$ cat src/rtl/bram_pkg.sv
// ---------------------------------------------------------------------------
// bram_pkg
// Shared definitions for the backup-RAM sector responder: sector geometry,
// the fill value returned for out-of-range sectors, the responder FSM state
// encoding and a small word-counter helper.
// ---------------------------------------------------------------------------
package bram_pkg;

  localparam int          SECTOR_WORDS = 256;
  localparam int          WORD_BITS    = $clog2(SECTOR_WORDS);
  localparam logic [15:0] OOR_FILL     = 16'hFFFF;

  typedef enum logic [3:0] {
    IDLE    = 4'd0,
    RD_REQ  = 4'd1,
    RD_WAIT = 4'd2,
    RD_PUT  = 4'd3,
    WR_ADDR = 4'd4,
    WR_LAT  = 4'd5,
    WR_REQ  = 4'd6,
    WR_WAIT = 4'd7,
    DONE    = 4'd8
  } bram_state_t;

  // Word counter carries one extra bit so the last word wraps into the MSB,
  // which is what terminates the per-sector loop.
  function automatic logic [WORD_BITS:0] next_word(input logic [WORD_BITS:0] w);
    return w + {{WORD_BITS{1'b0}}, 1'b1};
  endfunction

endpackage

$ cat src/rtl/toggle_req_port.sv
// ---------------------------------------------------------------------------
// toggle_req_port
// Initiator side of a ddram-style toggle handshake. One access is started by
// flipping o_mem_req; the access is complete once the memory side mirrors it
// on i_mem_ack. An issue request is ignored while an access is outstanding,
// so the request line can never run ahead of the acknowledge.
//
// Ports:
//   i_clk      clock
//   i_rst_n    asynchronous active-low reset (forces o_mem_req to 0)
//   i_issue    start one access this cycle (honoured only when o_done)
//   i_mem_ack  acknowledge toggle from the memory side
//   o_mem_req  request toggle toward the memory side (registered)
//   o_done     no access outstanding (i_mem_ack == o_mem_req)
// ---------------------------------------------------------------------------
module toggle_req_port (
  input  logic i_clk,
  input  logic i_rst_n,
  input  logic i_issue,
  input  logic i_mem_ack,
  output logic o_mem_req,
  output logic o_done
);

  logic r_req;

  assign o_done    = (i_mem_ack == r_req);
  assign o_mem_req = r_req;

  // Request toggle register: flips once per accepted issue.
  always_ff @(posedge i_clk or negedge i_rst_n) begin
    if (!i_rst_n) begin
      r_req <= 1'b0;
    end else if (i_issue && o_done) begin
      r_req <= ~r_req;
    end else begin
      r_req <= r_req;
    end
  end

endmodule

$ cat src/rtl/bram_sector_server.sv
// ---------------------------------------------------------------------------
// bram_sector_server
// Responder for the save/load sequencer's sector handshake. Serves 512-byte
// sectors (256 x 16-bit words) from a word-addressed backing store reached
// through a toggle req/ack port. Sectors beyond 2^LBA_BITS are flagged in the
// sticky range_err, read back as OOR_FILL and never touch the store.
//
// Ports:
//   clk_sys, RESET_N               clock, async active-low reset
//   sd_lba, sd_rd, sd_wr           sector request (read wins if both high)
//   sd_ack                         high for the whole sector transfer
//   sd_buff_addr/dout/wr/din       initiator buffer word port
//   mem_addr/dout/we/req/ack/din   backing-store toggle port
//   busy                           FSM not idle
//   range_err                      sticky out-of-range flag
// ---------------------------------------------------------------------------
module bram_sector_server
  import bram_pkg::*;
#(
  parameter int LBA_BITS = 7,
  parameter int DIN_LAT  = 2
) (
  input  logic                  clk_sys,
  input  logic                  RESET_N,
  input  logic [31:0]           sd_lba,
  input  logic                  sd_rd,
  input  logic                  sd_wr,
  output logic                  sd_ack,
  output logic [7:0]            sd_buff_addr,
  output logic [15:0]           sd_buff_dout,
  output logic                  sd_buff_wr,
  input  logic [15:0]           sd_buff_din,
  output logic [LBA_BITS+7:0]   mem_addr,
  output logic [15:0]           mem_dout,
  output logic                  mem_we,
  output logic                  mem_req,
  input  logic                  mem_ack,
  input  logic [15:0]           mem_din,
  output logic                  busy,
  output logic                  range_err
);

  // Last value of the write-latency counter before sd_buff_din is captured.
  localparam logic [1:0] LAT_LAST = 2'(DIN_LAT - 1);

  bram_state_t            r_state, w_nxt_state;
  logic [LBA_BITS-1:0]    r_lba, w_nxt_lba;
  logic                   r_oor, w_nxt_oor;
  logic [WORD_BITS:0]     r_word, w_nxt_word;
  logic [1:0]             r_lat, w_nxt_lat;
  logic                   r_ack, w_nxt_ack;
  logic [7:0]             r_buff_addr, w_nxt_buff_addr;
  logic [15:0]            r_buff_dout, w_nxt_buff_dout;
  logic                   r_buff_wr, w_nxt_buff_wr;
  logic [LBA_BITS+7:0]    r_mem_addr, w_nxt_mem_addr;
  logic [15:0]            r_mem_dout, w_nxt_mem_dout;
  logic                   r_mem_we, w_nxt_mem_we;
  logic                   r_busy, w_nxt_busy;
  logic                   r_range_err, w_nxt_range_err;
  logic                   w_issue;
  logic                   w_mem_done;

  toggle_req_port u_req (
    .i_clk     (clk_sys),
    .i_rst_n   (RESET_N),
    .i_issue   (w_issue),
    .i_mem_ack (mem_ack),
    .o_mem_req (mem_req),
    .o_done    (w_mem_done)
  );

  // Next-state and next-output logic for the sector transfer FSM.
  always_comb begin
    w_nxt_state     = r_state;
    w_nxt_lba       = r_lba;
    w_nxt_oor       = r_oor;
    w_nxt_word      = r_word;
    w_nxt_lat       = r_lat;
    w_nxt_ack       = r_ack;
    w_nxt_buff_addr = r_buff_addr;
    w_nxt_buff_dout = r_buff_dout;
    w_nxt_buff_wr   = 1'b0;
    w_nxt_mem_addr  = r_mem_addr;
    w_nxt_mem_dout  = r_mem_dout;
    w_nxt_mem_we    = r_mem_we;
    w_nxt_range_err = r_range_err;
    w_issue         = 1'b0;

    case (r_state)
      IDLE: begin
        // Waiting for ack == req also re-synchronises after a reset that
        // landed while the store still had an access in flight.
        if ((sd_rd || sd_wr) && w_mem_done) begin
          w_nxt_lba       = sd_lba[LBA_BITS-1:0];
          w_nxt_oor       = |sd_lba[31:LBA_BITS];
          w_nxt_range_err = r_range_err | w_nxt_oor;
          w_nxt_word      = '0;
          w_nxt_buff_addr = 8'd0;
          w_nxt_ack       = 1'b1;
          w_nxt_state     = sd_rd ? RD_REQ : WR_ADDR;
        end else begin
          w_nxt_state = IDLE;
        end
      end
      RD_REQ: begin
        w_nxt_mem_addr = {r_lba, r_word[WORD_BITS-1:0]};
        w_nxt_mem_we   = 1'b0;
        w_issue        = ~r_oor;
        w_nxt_state    = RD_WAIT;
      end
      RD_WAIT: begin
        // With no access issued (out of range) this falls straight through.
        if (w_mem_done) begin
          w_nxt_buff_addr = r_word[WORD_BITS-1:0];
          w_nxt_buff_dout = r_oor ? OOR_FILL : mem_din;
          w_nxt_buff_wr   = 1'b1;
          w_nxt_state     = RD_PUT;
        end else begin
          w_nxt_state = RD_WAIT;
        end
      end
      RD_PUT: begin
        w_nxt_word = next_word(r_word);
        if (w_nxt_word[WORD_BITS]) begin
          w_nxt_ack   = 1'b0;
          w_nxt_state = DONE;
        end else begin
          w_nxt_state = RD_REQ;
        end
      end
      WR_ADDR: begin
        w_nxt_lat   = 2'd0;
        w_nxt_state = WR_LAT;
      end
      WR_LAT: begin
        if (r_lat == LAT_LAST) begin
          w_nxt_mem_dout = sd_buff_din;
          w_nxt_state    = WR_REQ;
        end else begin
          w_nxt_lat   = r_lat + 2'd1;
          w_nxt_state = WR_LAT;
        end
      end
      WR_REQ: begin
        w_nxt_mem_addr = {r_lba, r_word[WORD_BITS-1:0]};
        w_nxt_mem_we   = 1'b1;
        w_issue        = ~r_oor;
        w_nxt_state    = WR_WAIT;
      end
      WR_WAIT: begin
        if (w_mem_done) begin
          w_nxt_word = next_word(r_word);
          if (w_nxt_word[WORD_BITS]) begin
            w_nxt_ack   = 1'b0;
            w_nxt_state = DONE;
          end else begin
            // Buffer address stays on word 255 after the final word.
            w_nxt_buff_addr = w_nxt_word[WORD_BITS-1:0];
            w_nxt_state     = WR_ADDR;
          end
        end else begin
          w_nxt_state = WR_WAIT;
        end
      end
      DONE: begin
        w_nxt_state = IDLE;
      end
      default: begin
        w_nxt_ack   = 1'b0;
        w_nxt_state = IDLE;
      end
    endcase

    w_nxt_busy = (w_nxt_state != IDLE);
  end

  // State and registered-output update.
  always_ff @(posedge clk_sys or negedge RESET_N) begin
    if (!RESET_N) begin
      r_state     <= IDLE;
      r_lba       <= '0;
      r_oor       <= 1'b0;
      r_word      <= '0;
      r_lat       <= 2'd0;
      r_ack       <= 1'b0;
      r_buff_addr <= 8'd0;
      r_buff_dout <= 16'd0;
      r_buff_wr   <= 1'b0;
      r_mem_addr  <= '0;
      r_mem_dout  <= 16'd0;
      r_mem_we    <= 1'b0;
      r_busy      <= 1'b0;
      r_range_err <= 1'b0;
    end else begin
      r_state     <= w_nxt_state;
      r_lba       <= w_nxt_lba;
      r_oor       <= w_nxt_oor;
      r_word      <= w_nxt_word;
      r_lat       <= w_nxt_lat;
      r_ack       <= w_nxt_ack;
      r_buff_addr <= w_nxt_buff_addr;
      r_buff_dout <= w_nxt_buff_dout;
      r_buff_wr   <= w_nxt_buff_wr;
      r_mem_addr  <= w_nxt_mem_addr;
      r_mem_dout  <= w_nxt_mem_dout;
      r_mem_we    <= w_nxt_mem_we;
      r_busy      <= w_nxt_busy;
      r_range_err <= w_nxt_range_err;
    end
  end

  assign sd_ack       = r_ack;
  assign sd_buff_addr = r_buff_addr;
  assign sd_buff_dout = r_buff_dout;
  assign sd_buff_wr   = r_buff_wr;
  assign mem_addr     = r_mem_addr;
  assign mem_dout     = r_mem_dout;
  assign mem_we       = r_mem_we;
  assign busy         = r_busy;
  assign range_err    = r_range_err;

endmodule
$ cat config.mk
export PLATFORM = sky130hd
export DESIGN_NAME = bram_sector_server
export DESIGN_NICKNAME = d
export VERILOG_FILES = /design/src/rtl/bram_pkg.sv /design/src/rtl/toggle_req_port.sv /design/src/rtl/bram_sector_server.sv
export SDC_FILE = /design/constraint.sdc
export NUM_CORES = 1
export LEC_CHECK = 0
export BUFFER_PORTS_ARGS = -buffer_cell sky130_fd_sc_hd__buf_2
export CAP_MARGIN = 5
export CORE_ASPECT_RATIO = 1.1
export CORE_MARGIN = 8
export CORE_UTILIZATION = 50
export DETAILED_ROUTE_END_ITERATION = 16
export PLACE_DENSITY = 0.8
export SKIP_LAST_GASP = 1
export SLEW_MARGIN = 30
export SYNTH_ARGS = -nofsm -noshare
export SYNTH_HDL_FRONTEND = slang
export SYNTH_HIERARCHICAL = 1
export SYNTH_SLANG_ARGS = --single-unit
$ cat constraint.sdc
create_clock -name clk_sys -period 2.3 [get_ports clk_sys]
set_input_delay 0.46 -clock clk_sys [delete_from_list [all_inputs] [get_ports clk_sys]]
set_output_delay 0.46 -clock clk_sys [all_outputs]
set_load 0.03 [all_outputs]
==> results by group <==
Pwr
  – Pleak: 2.358 nW
  – Combinational share of power: 0.475
  – Maximum vdd drop: 757.0 uV
  – Flop pwr share: 0.356
  – Sw frac: 0.4281
  – Switching pwr: 2.878 mW
  – Clock share of power: 0.169
  – Overall Power: 6.722 mW
  – Int Power: 3.844 mW
  – Pwr Density: 1383 nW/um2

Critical path
  – FF-to-FF path depth: 6
  – Worst EP required: 2.54 ns
  – Worst Setup End Kind: flip-flop
  – Slowest Stage Delay on Critical Path: 0.40 ns
  – CP cell instances: ha_1 > and3_4 > and3_1 > xnor2_1 > o2111ai_4 > mux2_2
  – CP Depth: 6
  – Critical path's top delay family: simple AND/OR/NAND/NOR gates
  – Crit start category: flip-flop
  – CP Class: flip-flop to flip-flop
  – CP arrival: 2.40 ns
  – Slowest cell on crit path: o2111ai_4
  – CP Buf/Inv Count: 0
  – Crit Path Max Fanout: 8

CTS
  – Post-CTS resize count: 0
  – Worst skew pair latency: 0.36 ns
  – CTS clk-pin slew, worst paths: 0.09 ns
  – Post-CTS setup buffers: 0
  – TritonCTS Buffers: 9
  – Num Clock Sinks: 84
  – CTS H-tree lvls: 3
  – TritonCTS clock tree: yes
  – CTS Buffer Depth: 2
  – Root Driver: clkbuf_8
  – # hold bufs at CTS: 0

Cells and area
  – Fill cells: 583
  – Final Instance Count excl. Fillers: 575
  – Layout Utilization: 0.6540
  – Layout area overhead: 27.29%
  – Share of cells above drive strength 1: 0.4529
  – Final nets: 554
  – Post-route cell area: 4861 um2
  – Number of diodes: 0

STA
  – Final worst slack: 0.1451 ns
  – Setup TNS: 0 ns
  – FMAX: 464.0 MHz
  – Post-layout min period: 2.155 ns
  – Clock skew: 0.01218 ns
  – Measured slew at the worst slew-check pin: 0.5837 ns
  – Final Hold Fails: 0
  – Tcrit/Tclk final: 0.9369
  – RSZ-0062 raised after global routing: no
  – Slew Viols, Final: 0
  – Worst rel slew slack: 0.6094
  – Worst hold slack: 0.04816 ns
  – Count of final setup violators: 0

Synth
  – Average size of a mapped cell: 11.17 um2
  – Seq/Total Area, Yosys: 0.5505
  – Yosys top cell by area: dfrtp_1
  – Syn_nets: 413
  – Synth warn: 6
  – EDFF count, synth: 0
  – Post-synth top area share: 0.5505
  – Most common cell in the synthesized netlist: dfrtp_1
  – Ys flop type: dfrtp_1
  – Top post-synthesis cells by count: dfrtp_1, nor2_1, mux2_2, o21ai_0, a21oi_1
  – Ranking of synthesized cells by area: dfrtp_1, mux2_2, nor2_1, o21ai_0, a21oi_1
  – Syn Inst Count: 342
  – Synthesized area: 3819 um2
  – Yosys cell types: 42
  – Yosys reg bits: 84
  – Asr flop ratio synth: 1.000

Die
  – Rows: 33
  – DIE WIDTH: 99.33 um
  – Initial core utilization: 0.5138
  – I/O Pins: 130
  – Height of the die: 107.7 um
  – Die area: 10690 um2
  – Core outline area: 7432 um2

Routing
  – WL/cell: 16.33 um
  – Initial drt markers: 236
  – 1st-pass router iterations: 6
  – DR vias/cell: 5.489
  – Final wirelength: 9.391 mm
  – DR vias: 3156
  – DRC: 0
  – Number of nets with antenna violations after routing: 0

Min path
  – HP Class: input port to asynchronous set/reset pin

Placed design
  – Number of port buffers: 129
  – HPWL after DPL: 6.973 mm
  – Placer Congestion: 0.8503
  – Post-Place Cells: 559
  – Placed Area: 4641 um2
  – Setup WS pre-CTS: 0.1103 ns

Global route
  – First-pass GRT wire length: 15.40 mm
  – Initial antenna violation count: 0
  – Largest net degree at the start of global routing: 37
  – Vias in the first global route: 3234
  – GRT Util Overall: 0.1795
  – GRT overflow: 0

Flow run
  – Max Cap Violations: 0

Status
  – Outcome: finished clean
final cells by class:
type / count / area [um2] / area share
tap: 87 / 108.9 / 0.02239
clock buffer: 12 / 165.2 / 0.03398
inverter: 4 / 15.01 / 0.003089
multi-input combinational: 233 / 1602 / 0.3295
timing repair buffer: 151 / 813.3 / 0.1673
sequential: 84 / 2102 / 0.4324
clock inverter: 4 / 55.05 / 0.01133
cells in the final DEF, fill, tap and decap left out, types with 6 or more instances in the layout:
cell      Yosys  final
buf_2         8    128
dfrtp_1      84     84
nor2_1       52     52
mux2_2       46     46
o21ai_0      25     25
buf_4         1     23
a21oi_1      20     20
o31ai_1      13     13
nand2_1      12     12
clkbuf_8      0     12
nand3_1       8      8
nand2b_1      6      6
sequential cells by signal, summed over array words and instances (netlist names):
signal / flops
u_req/o_mem_req: 1
sd_buff_addr: 8
range_err: 1
mem_addr: 15
r_oor: 1
r_lat: 2
mem_we: 1
r_state: 4
r_lba: 7
sd_buff_wr: 1
sd_ack: 1
mem_dout: 16
busy: 1
sd_buff_dout: 16
r_word: 9
worst reg2reg max path: cells and delay by family (launching register included):
family	cells	cell delay [ns]
xor gates and xnor gates	1	0.21
adders and majority gates	1	0.22
muxes	1	0.39
AOI/OAI and AO/OA	1	0.40
and+or+nand+nor	2	0.43
DFF	1	0.39
kinds of logic after synthesis:
group,after synthesis,share of synthesized area
AND/OR/NAND/NOR,108,0.1415
adder cells (fa/ha/maj),2,0.006552
multiplexers,46,0.1356
buffers and inverters,25,0.03014
XOR/XNOR,3,0.01180
AO/OA/AOI/OAI,74,0.1239
flip-flops,84,0.5505
layer usage:
layer  up-vias  routed length, um  GRT usage
li1       1490                  -          -
met1      1498               3915     0.2051
met2       149               4273     0.2852
met3        19                977    0.08926
met4         0                225    0.06385
met5         -                  0          0
worst paths after layout:
| path | startpoint | end | slack [ns] |
|---|---|---|---|
| max | r_word[0] | sd_buff_addr[7] | 0.15 |
| min | RESET_N | r_word[7] | 0.05 |
| max reg2reg | r_word[0] | sd_buff_addr[7] | 0.15 |
| min reg2reg | range_err | range_err | 0.50 |
| max in group asynchronous | RESET_N | mem_dout[6] | 1.62 |
| min in group clk_sys | mem_ack | u_req/o_mem_req | 0.29 |
power groups by stage:
stage	registers [mW]	clock network [mW]	logic, mW
6_report	2.39	1.14	3.19
5_1_grt	2.48	1.22	3.44
4_1_cts	2.40	1.16	3.22
3_5_place_dp	2.42	0	3.20
3_3_place_gp	2.39	0	3.13
2_1_floorplan	3.21	0	1.43
(Power assumes the default switching activity.)
